`src/rtl/rrg_param_loader.sv`:
```
// rrg_param_loader
//
// Writer side of the ramp generator's parameter register interface. On a start
// request it latches five 64-bit ramp parameters and the load mask. It then plays
// the selected parameters out on the 16-bit register bus as a timed sequence.
// For each selected item (ascending mask bit) it runs a SETUP state and then a
// WRITE state. SETUP puts the data on reg_3..reg_0 with reg_control = 0. WRITE
// keeps the data and drives the item's select code. The set ends with COMMIT
// (code 5) and a TAIL (code 0). Every state is held HOLD_CYCLES clk cycles, so
// the slower consumer clock can sample each bus state.
//
// Handshake: start is a request sampled only while idle (busy = 0). When it is
// taken, busy rises in the next cycle and stays high until the cycle carrying
// the one-cycle done pulse. A start seen while busy is dropped, not queued.
//
// Ports:
//   clk          fast system clock
//   nReset       asynchronous active-low reset
//   start        single-cycle load request
//   load_mask    bit0 Yset(1), bit1 Rset(2), bit2 RIset(3), bit3 ROset(4),
//                bit4 large_cycle(7)
//   *_in         64-bit parameter values, sampled together with start
//   busy         sequence in progress
//   done         one-cycle pulse in the final cycle of a sequence
//   reg_control  select code to the ramp generator
//   reg_0..reg_3 data words, reg_0 = value[15:0] ... reg_3 = value[63:48]
//   dbg_state    current FSM state, for observation only
//
// All outputs come straight from flops. Next-cycle output values are computed
// from the next state, so nothing combinational reaches the pins.

module rrg_param_loader #(
    parameter int HOLD_CYCLES = 16
) (
    input  logic        clk,
    input  logic        nReset,
    input  logic        start,
    input  logic [4:0]  load_mask,
    input  logic [63:0] yset_in,
    input  logic [63:0] rset_in,
    input  logic [63:0] riset_in,
    input  logic [63:0] roset_in,
    input  logic [63:0] cycle_in,
    output logic        busy,
    output logic        done,
    output logic [15:0] reg_control,
    output logic [15:0] reg_0,
    output logic [15:0] reg_1,
    output logic [15:0] reg_2,
    output logic [15:0] reg_3,
    output logic [2:0]  dbg_state
);

    localparam int            CW     = (HOLD_CYCLES > 2) ? $clog2(HOLD_CYCLES) : 1;
    localparam logic [CW-1:0] RELOAD = CW'(HOLD_CYCLES - 1);

    typedef enum logic [2:0] {
        S_IDLE   = 3'd0,
        S_SETUP  = 3'd1,
        S_WRITE  = 3'd2,
        S_COMMIT = 3'd3,
        S_TAIL   = 3'd4
    } state_t;

    state_t        state, state_nxt;
    logic [CW-1:0] cnt, cnt_nxt;
    logic [4:0]    pend, pend_nxt;     // items still to be written
    logic [4:0]    pend_rest;          // pend with the current item removed
    logic [63:0]   val_r   [5];
    logic [63:0]   src_val [5];
    logic [63:0]   data, data_nxt;
    logic [15:0]   ctrl, ctrl_nxt;
    logic          busy_nxt, done_nxt;
    logic [2:0]    item_nxt;

    // Index of the lowest set bit; the current item is always the lowest pending one.
    function automatic logic [2:0] low_idx(input logic [4:0] m);
        low_idx = 3'd0;
        for (int i = 4; i >= 0; i--) begin
            if (m[i]) low_idx = 3'(i);
        end
    endfunction

    function automatic logic [15:0] item_code(input logic [2:0] idx);
        case (idx)
            3'd0:    item_code = 16'd1;
            3'd1:    item_code = 16'd2;
            3'd2:    item_code = 16'd3;
            3'd3:    item_code = 16'd4;
            3'd4:    item_code = 16'd7;
            default: item_code = 16'd0;
        endcase
    endfunction

    // While idle the first SETUP must present the incoming values directly,
    // because they are only being latched on that same edge.
    always_comb begin
        for (int i = 0; i < 5; i++) src_val[i] = val_r[i];
        if (state == S_IDLE) begin
            src_val[0] = yset_in;
            src_val[1] = rset_in;
            src_val[2] = riset_in;
            src_val[3] = roset_in;
            src_val[4] = cycle_in;
        end
    end

    assign pend_rest = pend & (pend - 5'd1);

    always_comb begin
        state_nxt = state;
        cnt_nxt   = cnt;
        pend_nxt  = pend;
        case (state)
            S_IDLE: begin
                if (start) begin
                    pend_nxt  = load_mask;
                    cnt_nxt   = RELOAD;
                    state_nxt = (load_mask == 5'd0) ? S_COMMIT : S_SETUP;
                end
            end
            S_SETUP: begin
                if (cnt == '0) begin
                    state_nxt = S_WRITE;
                    cnt_nxt   = RELOAD;
                end else begin
                    cnt_nxt = cnt - CW'(1);
                end
            end
            S_WRITE: begin
                if (cnt == '0) begin
                    pend_nxt  = pend_rest;
                    cnt_nxt   = RELOAD;
                    state_nxt = (pend_rest == 5'd0) ? S_COMMIT : S_SETUP;
                end else begin
                    cnt_nxt = cnt - CW'(1);
                end
            end
            S_COMMIT: begin
                if (cnt == '0) begin
                    state_nxt = S_TAIL;
                    cnt_nxt   = RELOAD;
                end else begin
                    cnt_nxt = cnt - CW'(1);
                end
            end
            S_TAIL: begin
                if (cnt == '0) begin
                    state_nxt = S_IDLE;
                end else begin
                    cnt_nxt = cnt - CW'(1);
                end
            end
            default: state_nxt = S_IDLE;
        endcase
    end

    // Output values for the next cycle. Data is loaded only on entry to SETUP
    // and cleared only on return to IDLE. In both cases reg_control is 0 in the
    // new cycle, so a nonzero code is never shown alongside changing data.
    always_comb begin
        item_nxt = low_idx(pend_nxt);
        busy_nxt = (state_nxt != S_IDLE);
        done_nxt = (state_nxt == S_TAIL) && (cnt_nxt == '0);
        ctrl_nxt = 16'd0;
        data_nxt = data;
        case (state_nxt)
            S_WRITE:  ctrl_nxt = item_code(item_nxt);
            S_COMMIT: ctrl_nxt = 16'd5;
            default:  ctrl_nxt = 16'd0;
        endcase
        if (state_nxt == S_IDLE) begin
            data_nxt = 64'd0;
        end else if (state_nxt == S_SETUP && state != S_SETUP) begin
            data_nxt = src_val[item_nxt];
        end
    end

    always_ff @(posedge clk or negedge nReset) begin
        if (!nReset) begin
            state <= S_IDLE;
            cnt   <= '0;
            pend  <= '0;
            data  <= '0;
            ctrl  <= '0;
            busy  <= 1'b0;
            done  <= 1'b0;
            for (int i = 0; i < 5; i++) val_r[i] <= '0;
        end else begin
            state <= state_nxt;
            cnt   <= cnt_nxt;
            pend  <= pend_nxt;
            data  <= data_nxt;
            ctrl  <= ctrl_nxt;
            busy  <= busy_nxt;
            done  <= done_nxt;
            if (state == S_IDLE && start) begin
                for (int i = 0; i < 5; i++) val_r[i] <= src_val[i];
            end
        end
    end

    assign reg_control = ctrl;
    assign reg_0       = data[15:0];
    assign reg_1       = data[31:16];
    assign reg_2       = data[47:32];
    assign reg_3       = data[63:48];
    assign dbg_state   = state;

endmodule

```
`config.mk`:
```
export PLATFORM = sky130hd
export DESIGN_NAME = rrg_param_loader
export DESIGN_NICKNAME = d
export VERILOG_FILES = /design/src/rtl/rrg_param_loader.sv
export SDC_FILE = /design/constraint.sdc
export NUM_CORES = 1
export LEC_CHECK = 0
export CELL_PAD_IN_SITES_DETAIL_PLACEMENT = 1
export CELL_PAD_IN_SITES_GLOBAL_PLACEMENT = 1
export CORE_ASPECT_RATIO = 0.8
export CORE_MARGIN = 4
export CORE_UTILIZATION = 52
export CTS_CLUSTER_SIZE = 28
export DETAILED_ROUTE_END_ITERATION = 8
export DONT_BUFFER_PORTS = 1
export PLACE_DENSITY_LB_ADDON = 0.1
export SLEW_MARGIN = 10
export SYNTH_ARGS = -nofsm -noshare
export SYNTH_HDL_FRONTEND = slang
export SYNTH_SLANG_ARGS = --single-unit
```
`constraint.sdc`:
```
create_clock -name clk -period 7.58 [get_ports clk]
set_input_delay 1.895 -clock clk [delete_from_list [all_inputs] [get_ports clk]]
set_output_delay 1.895 -clock clk [all_outputs]
set_load 0.05 [all_outputs]
```
; ---- Word-level counts from Yosys, hierarchy flattened
; Cells that the tools add are included.
[totals]
ff_bits = 414
latch_bits = 0
mem_bits_rw = 0
mem_bits_ro = 0
output_inout_bits = 85
word_cells = 71
mem_count = 0
[classes]
addsub = 2
n_mul = 0
n_div = 0
n_lt_le_gt_ge = 1
n_eq_ne = 13
shift = 0
mux = 28
bitwise_logic = 2
n_reduce_logical = 13
[op_table]
columns = operator, count
row1 = two-way mux 320 bit, 1
row2 = two-way mux 64 bit, 4
row3 = binary-select mux 64 bit (select 3 bit), 1
row4 = case mux 16 bit (2 select lines), 1
row5 = two-way mux 3 bit, 10
row6 = case mux 3 bit (5 select lines), 2
row7 = "== test 3 x 2 -> 1 bit, second input constant", 6
row8 = two-way mux 4 bit, 3
row9 = case mux 4 bit (3 select lines), 1
row10 = zero test 5 bit, 2
row11 = two-way mux 5 bit, 2
row12 = case mux 5 bit (2 select lines), 1
row13 = "== test 3 x 1 -> 1 bit, second input constant", 3
row14 = "== test 3 bit, second input constant", 3
row15 = zero test 3 bit, 3
row16 = zero test 4 bit, 2
row17 = bitwise AND 5 bit, 1
row18 = "subtractor 5 x 1 -> 5 bit, second input constant", 1
row19 = "greater-or-equal comparator 4 bit, second input constant", 1
row20 = two-way mux 2 bit, 2
row21 = inverter 3 -> 4 bit, 1
row22 = "subtractor 4 x 1 -> 4 bit, second input constant", 1
row23 = logical AND 1 bit, 3
row24 = "!= test 3 x 1 -> 1 bit, second input constant", 1
row25 = 3 further kinds, 3

; ---- Longest topological paths before layout
; Gate-level depths: netlist of the first run.
[logic_depth]
depth_word = 15
ltp_mapped = 15

; ---- Least setup slack after synthesis of the first run
; No wires, ideal clock.
[synth_path]
path_type = input to register
from = in start
to = reg data[10]
arrival_ns = 4.081
setup_slack_ns = 3.359
stages = 9
n_path_buf = 2
cell_sequence = nor4b_2 -> buf_4 -> mux2i_1 -> and4bb_1 -> a41oi_2 -> clkbuf_1 -> mux2_2 -> a222oi_1 -> o211ai_1
[synth_via]
elab_chain_cells = 13
[synth_lines]
columns = item, line
row1 = start: declaration, 37  ; input logic start,
row2 = two-way mux 5 bit, 116  ; if (start) begin
row3 = case mux 5 bit (2 select lines), 114  ; case (state)
row4 = two-way mux 3 bit (5 in series), 80  ; if (m[i]) low_idx = 3'(i);
row5 = inverter 3 -> 4 bit (not written as such), 175  ; data_nxt = src_val[item_nxt];
row6 = binary-select mux 64 bit (select 3 bit), 175
row7 = two-way mux 64 bit (not written as such) (2 in series), 175
row8 = two-way mux 64 bit, 174  ; end else if (state_nxt == S_SETUP && state != S_SETUP) begin
row9 = two-way mux 64 bit, 172  ; if (state_nxt == S_IDLE) begin
row10 = end signal: assignment, 193  ; data <= data_nxt;
row11 = end: declaration, 71  ; logic [63:0] data, data_nxt;
; Parallel ways exist; a longest one is shown, timed or not. The select of a mux whose other input is x is not followed.
; A chain may end at the register's enable or synchronous reset.

; ---- Final worst setup path of the first run
[layout_path]
from = in start
to = reg data[40]
[layout_rtl]
columns = item, line
row1 = two-way mux 5 bit, 116
row2 = case mux 5 bit (2 select lines), 114
row3 = net pend_nxt[3], 67  ; logic [4:0] pend, pend_nxt;
row4 = two-way mux 3 bit (4 in series), 80
row5 = inverter 3 -> 4 bit (not written as such), 175
row6 = binary-select mux 64 bit (select 3 bit), 175
row7 = two-way mux 64 bit (not written as such) (2 in series), 175
row8 = two-way mux 64 bit, 174
row9 = two-way mux 64 bit, 172
; The timed path passes the listed nets, and every way through them passes these cells. The select of a mux whose other input is x is not followed.

==> run metrics, run 1 <==
final setup TNS=0 ps; post-cts hold buffer count=0; clock skew=15.0 ps; DP HPWL=42.5 mm; DP Area=20,300 um^2; RSZ-0062 raised after global routing=no; Seq cells post-synth=401; Max-Cap Viols=0; Initial Util=0.527; Rows=64; IO Pins=413; Synth area leader=dfrtp_1; Final Slew Violations=45; total global-route track usage=0.308; drt drc=0; Tcrit/Tclk final=0.650; post-route cell area=21,600 um^2; NumNets Final=2,445; TritonCTS clock tree=done; synth top area cells=dfrtp_1 50%, nand2_1 22%, mux4_2 7.2%, mux2i_1 4.8%, a222oi_1 2.3%; post-route ant nets=0; number of synthesized flops with an enable pin=0; Root Buffer=clkbuf_16; CTS Buf Count=43; Die Width=228 um; Skew-Pair Late Insertion Delay=550 ps; Peak Freq=0.203 GHz; critical path peak fanout=76; average wire per standard cell=24.8 um; share of the synthesized area in the top cell type=0.499; largest net degree at the start of global routing=402; FFs w/ async S/R, synth=1.00; min cycle time layout=4930 ps; clock sinks=401; PD cells=448 nW/um^2; Lkg Pwr=11.0 nW; most frequent cells in the layout=1,175 x nand2_1, 401 x dfrtp_1, 96 x mux2i_1, 64 x mux4_2; core area=38,200 um^2; Post-synth top flop=dfrtp_1; CP Class=primary input to flop; CP endpoint kind=flop; Setup Buffers After CTS=0; clock slew at reported path FFs=60 ps; Vias/cell=6.09; CTS resizes=0; Avg Inst Size Synth=9.13 um^2; hold worst-path end=val_r[183]$_DFFE_PN0P_; grt ovf=0; share of layout cells above drive strength 1=0.0851; post-synthesis cell type count=68; Inserted Diodes=0; Slew HR=-0.0276; VDD IR max=0.000275 V; Hold Crit Class=flop to flop; vias in the first global route=17,200; most common cell after layout, fill and taps aside=nand2_1; initial antenna violation count=0; Critical Path AT=5360 ps; worst-case reg-to-reg path depth=10; Final Hold Viols=0; port bufs=0; Slew @ Worst Pin=1540 ps; Die ar.=41,900 um^2; worst path required time=8010 ps; outcome=finished with violations; reg2reg setup slack=2970 ps; Worst R2R Start=dbg_state[2]$_DFF_PN0_; drt total wl=65.4 mm; Gate Count Post-Synth=2,203; failing checks=slew limit; Longest Clk Path Bufs=3; reg2reg end=data[40]$_DFFE_PN0P_; Syn. warnings=0; final setup fails=0; first-pass GRT wire length=102 mm; Routability Congestion=0.827; CP Launch Type=primary input; drt initial violations=1,536; Post-Syn Area=20,100 um^2; Area Growth Syn to Fin=7.21%; Seq/Total Area, Yosys=0.499; fin util=0.565; Min-Delay Path Depth=2; H-tree Lvls=2; Die H=184 um; DR vias=16,000; min-delay src=val_r[183]$_DFFE_PN0P_; worst hold slack=472 ps; DRT Pass-1 Iters=8
-- final cells by class --
class                      count  area (um^2)
clock buffer                  67         1290
clock inverter                 2         10.0
fill                        4313        16600
inverter                       7         26.3
multi-input combinational   1641         9410
sequential                   401        10000
tap                          495          619
timing repair buffer          21          183
-- synthesized netlist by cell type, types with 5 or more instances --
| cell | n |
|---|---|
| a211o_1 | 15 |
| a21oi_1 | 9 |
| a222oi_1 | 47 |
| buf_1 | 7 |
| buf_2 | 26 |
| buf_4 | 19 |
| buf_6 | 5 |
| clkbuf_1 | 109 |
| dfrtp_1 | 401 |
| inv_1 | 5 |
| mux2_1 | 31 |
| mux2_2 | 17 |
| mux2i_1 | 96 |
| mux4_2 | 64 |
| nand2_1 | 1175 |
| nand3_1 | 8 |
| nor2_1 | 24 |
| nor3_1 | 5 |
| o211ai_1 | 47 |
| o21ai_0 | 5 |
| o221ai_1 | 16 |
-- metal layers --
layer | GRT usage | routed length (um)
met1 | 0.397 | 26100
met2 | 0.487 | 30200
met3 | 0.104 | 6140
met4 | 0.120 | 2950
met5 | 0 | 0
-- where the power goes --
| group | internal (mW) | switching (mW) | leakage (nW) |
|---|---|---|---|
| registers | 3.12 | 0.930 | 5.07 |
| clock network | 1.16 | 0.856 | 0.636 |
| logic | 1.57 | 2.03 | 5.29 |
| total | 5.85 | 3.82 | 11.0 |
-- state kept, by name, indices dropped and copies added (netlist names) --
register,cells
done,1
data,64
val_r,320
reg_control,3
cnt,4
busy,1
dbg_state,3
pend,5
-- worst max-delay path: stages --
cell and delay (ps):
nor4b_4 290, buf_4 740, a2bb2oi_1 230, a21oi_4 350, o21ba_2 270, and3_2 670
buf_4 510, a222oi_1 150, o211ai_1 170
-- per-stage QoR --
step | power [mW] | setup slack, ps | instances
after floorplan | 6.72 | 3360 | 2215
after global placement | 7.41 | 2290 | 2565
after detailed placement | 7.65 | 2130 | 2565
after CTS | 9.72 | 2710 | 2634
after global routing | 10.3 | 2460 | 2634
final | 9.67 | 2650 | 2634
-- cell families after synthesis --
group / share of synthesized area
other cells: 0.000186
compound gates: 0.0721
mux: 0.146
fa+ha+maj: 0.00124
flops: 0.499
simple gates: 0.242
buf+inv: 0.0393
xor+xnor: 0.000435
-- worst max path at each step --
stage                from                   end  slack, ps
floorplan           start  data[10]$_DFFE_PN0P_       3360
global placement    start  data[46]$_DFFE_PN0P_       2290
detailed placement  start  data[53]$_DFFE_PN0P_       2130
CTS                 start  data[53]$_DFFE_PN0P_       2710
global route        start  data[50]$_DFFE_PN0P_       2460
finish              start  data[40]$_DFFE_PN0P_       2650
(Power assumes the default switching activity.)
==> inputs of run 2 (changes only) <==
Settings changed: CORE_UTILIZATION 52 to 48.
Clock period 7.58 ns to 4.62 ns, I/O delays scaled along.
==> run 2 against run 1 <==
The run still ends with slew limit left. Clock skew rose by 8.4 ps. Hold slack lost 160 ps. Total power increased by 67%. First-iteration DRC count fell by 19%. Die area increased by 8.0%. Clock-buffer cell count up 3. Utilization down 3.1 points. Sequential cell count did not move. Global-route usage is 2.1 points lower. Register-to-register slack lost 2300 ps. Critical path type is now flop to flop.
==> run metrics, run 2 (same netlist as run 1, synthesis figures left out) <==
outcome=finished with violations; failing checks=slew limit; CP Class=flop to flop; core area=41,000 um^2 (+7.4%); vias in the first global route=17,100 (-0.28%); DP Area=20,400 um^2 (+0.83%); drt drc=0 (unchanged); clock slew at reported path FFs=60 ps (about the same); critical path peak fanout=64 (-16%); largest registers=val_r (320), data (64), pend (5); Initial Util=0.490 (-0.0365); Skew-Pair Late Insertion Delay=560 ps (about the same); average wire per standard cell=24.5 um (-1.5%); post-cts hold buffer count=0 (unchanged); largest net degree at the start of global routing=402 (unchanged); fin util=0.534 (-0.0312); initial antenna violation count=0 (unchanged); CP Launch Type=flop; total global-route track usage=0.287 (-0.0214); min cycle time layout=3910 ps; Die H=191 um (+3.9%); Worst R2R Start=cnt[0]$_DFF_PN0_; CTS Buf Count=44 (+2.3%); clock skew=23.5 ps (+8.43 ps); grt ovf=0 (unchanged); TritonCTS clock tree=done; Vias/cell=5.94 (-2.6%); Slew HR=-0.0706 (-0.0430); worst path required time=5000 ps (-3010 ps); Peak Freq=0.256 GHz; Fill cells=4,640 (+7.6%); post-route cell area=21,900 um^2 (+1.5%); drt total wl=66.1 mm (+0.93%); CP endpoint kind=flop; worst hold slack=308 ps (-164 ps); NumNets Final=2,452 (+0.29%); worst-case reg-to-reg path depth=9 (-1); DP HPWL=43.0 mm (+1.3%); PD cells=735 nW/um^2 (+64%); Die ar.=45,300 um^2 (+8.0%); DR vias=16,000 (-0.11%); post-route ant nets=0 (unchanged); Final Slew Violations=102 (+130%); Lkg Pwr=11.1 nW (+1.1%); port bufs=0 (unchanged); IO Pins=413 (unchanged); Routability Congestion=0.838 (+1.3%); Setup Buffers After CTS=0 (unchanged); Slew @ Worst Pin=1610 ps (+64.5 ps); Largest Register=val_r; Tcrit/Tclk final=0.846; VDD IR max=0.000740 V (+170%); Area Growth Syn to Fin=8.84%; most frequent cells in the layout=1,175 x nand2_1, 401 x dfrtp_1, 96 x mux2i_1, 64 x mux4_2; clock sinks=401 (unchanged); Hold Crit Class=primary input to asynchronous set/reset pin; final setup TNS=0 ps (unchanged); Inserted Diodes=0 (unchanged); Max-Cap Viols=0 (unchanged); share of layout cells above drive strength 1=0.0923 (+0.00721); final setup fails=0 (unchanged); number of flip-flops in the largest register=320 (unchanged); Final Hold Viols=0 (unchanged); most common cell after layout, fill and taps aside=nand2_1; reg2reg end=data[10]$_DFFE_PN0P_; H-tree Lvls=2 (unchanged); drt initial violations=1,248 (-19%); Critical Path AT=4290 ps (-1070 ps); Die Width=237 um (+3.9%); Longest Clk Path Bufs=3 (unchanged); Root Buffer=clkbuf_16; CTS resizes=0 (unchanged); reg2reg setup slack=710 ps (-2260 ps); RSZ-0062 raised after global routing=no; DRT Pass-1 Iters=6 (-2); Rows=66 (+3.1%); first-pass GRT wire length=102 mm (+0.18%)
==> run 2: how the worst max path moves through the flow <==
stage	startpoint	slack, ps	to	cells after the start
final	cnt[0]$_DFF_PN0_	710	data[10]$_DFFE_PN0P_	9
after global routing	cnt[0]$_DFF_PN0_	420	data[10]$_DFFE_PN0P_	9
after CTS	cnt[0]$_DFF_PN0_	720	data[10]$_DFFE_PN0P_	9
after floorplan	start	1140	data[10]$_DFFE_PN0P_	9
after global placement	start	600	data[10]$_DFFE_PN0P_	8
after detailed placement	start	380	data[10]$_DFFE_PN0P_	8
==> run 2: critical path: stages (launching register included) <==
cell and delay [ps]:
dfrtp_1 410, inv_1 130, ha_1 320, nor3b_4 370, inv_2 200, a22o_1 290, o21bai_1 270, nand3_4 860
a222oi_1 700, o211ai_1 180
==> run 2: power by group <==
part,switching (mW),internal [mW]
clock network,1.47,2.10
logic,3.32,2.59
registers,1.50,5.12
==> run 2: area by class of cell <==
cell class | instances | area [um^2] | area share
clock buffers | 70 | 1340 | 0.0612
clock inverters | 10 | 116 | 0.00531
inverters | 7 | 26.3 | 0.00120
multi-input cells | 1641 | 9410 | 0.430
flip-flops and latches | 401 | 10000 | 0.458
well taps | 544 | 681 | 0.0311
repair buffers | 27 | 290 | 0.0133
==> run 2: stage by stage <==
stage / std cells / setup slack (ps) / power (mW)
2_1_floorplan: 2215 / 1140 / 11.0
3_3_place_gp: 2620 / 597 / 12.2
3_5_place_dp: 2620 / 381 / 12.6
4_1_cts: 2700 / 721 / 16.2
5_1_grt: 2700 / 422 / 17.2
6_report: 2700 / 712 / 16.1
==> run 2: per-layer routing <==
metal	track usage	wire length [um]	vias to the layer above
li1	-	-	7186
met3	0.0995	6240	131
met1	0.370	26800	8196
met4	0.0918	2430	0
met5	0	0	-
met2	0.457	30600	512
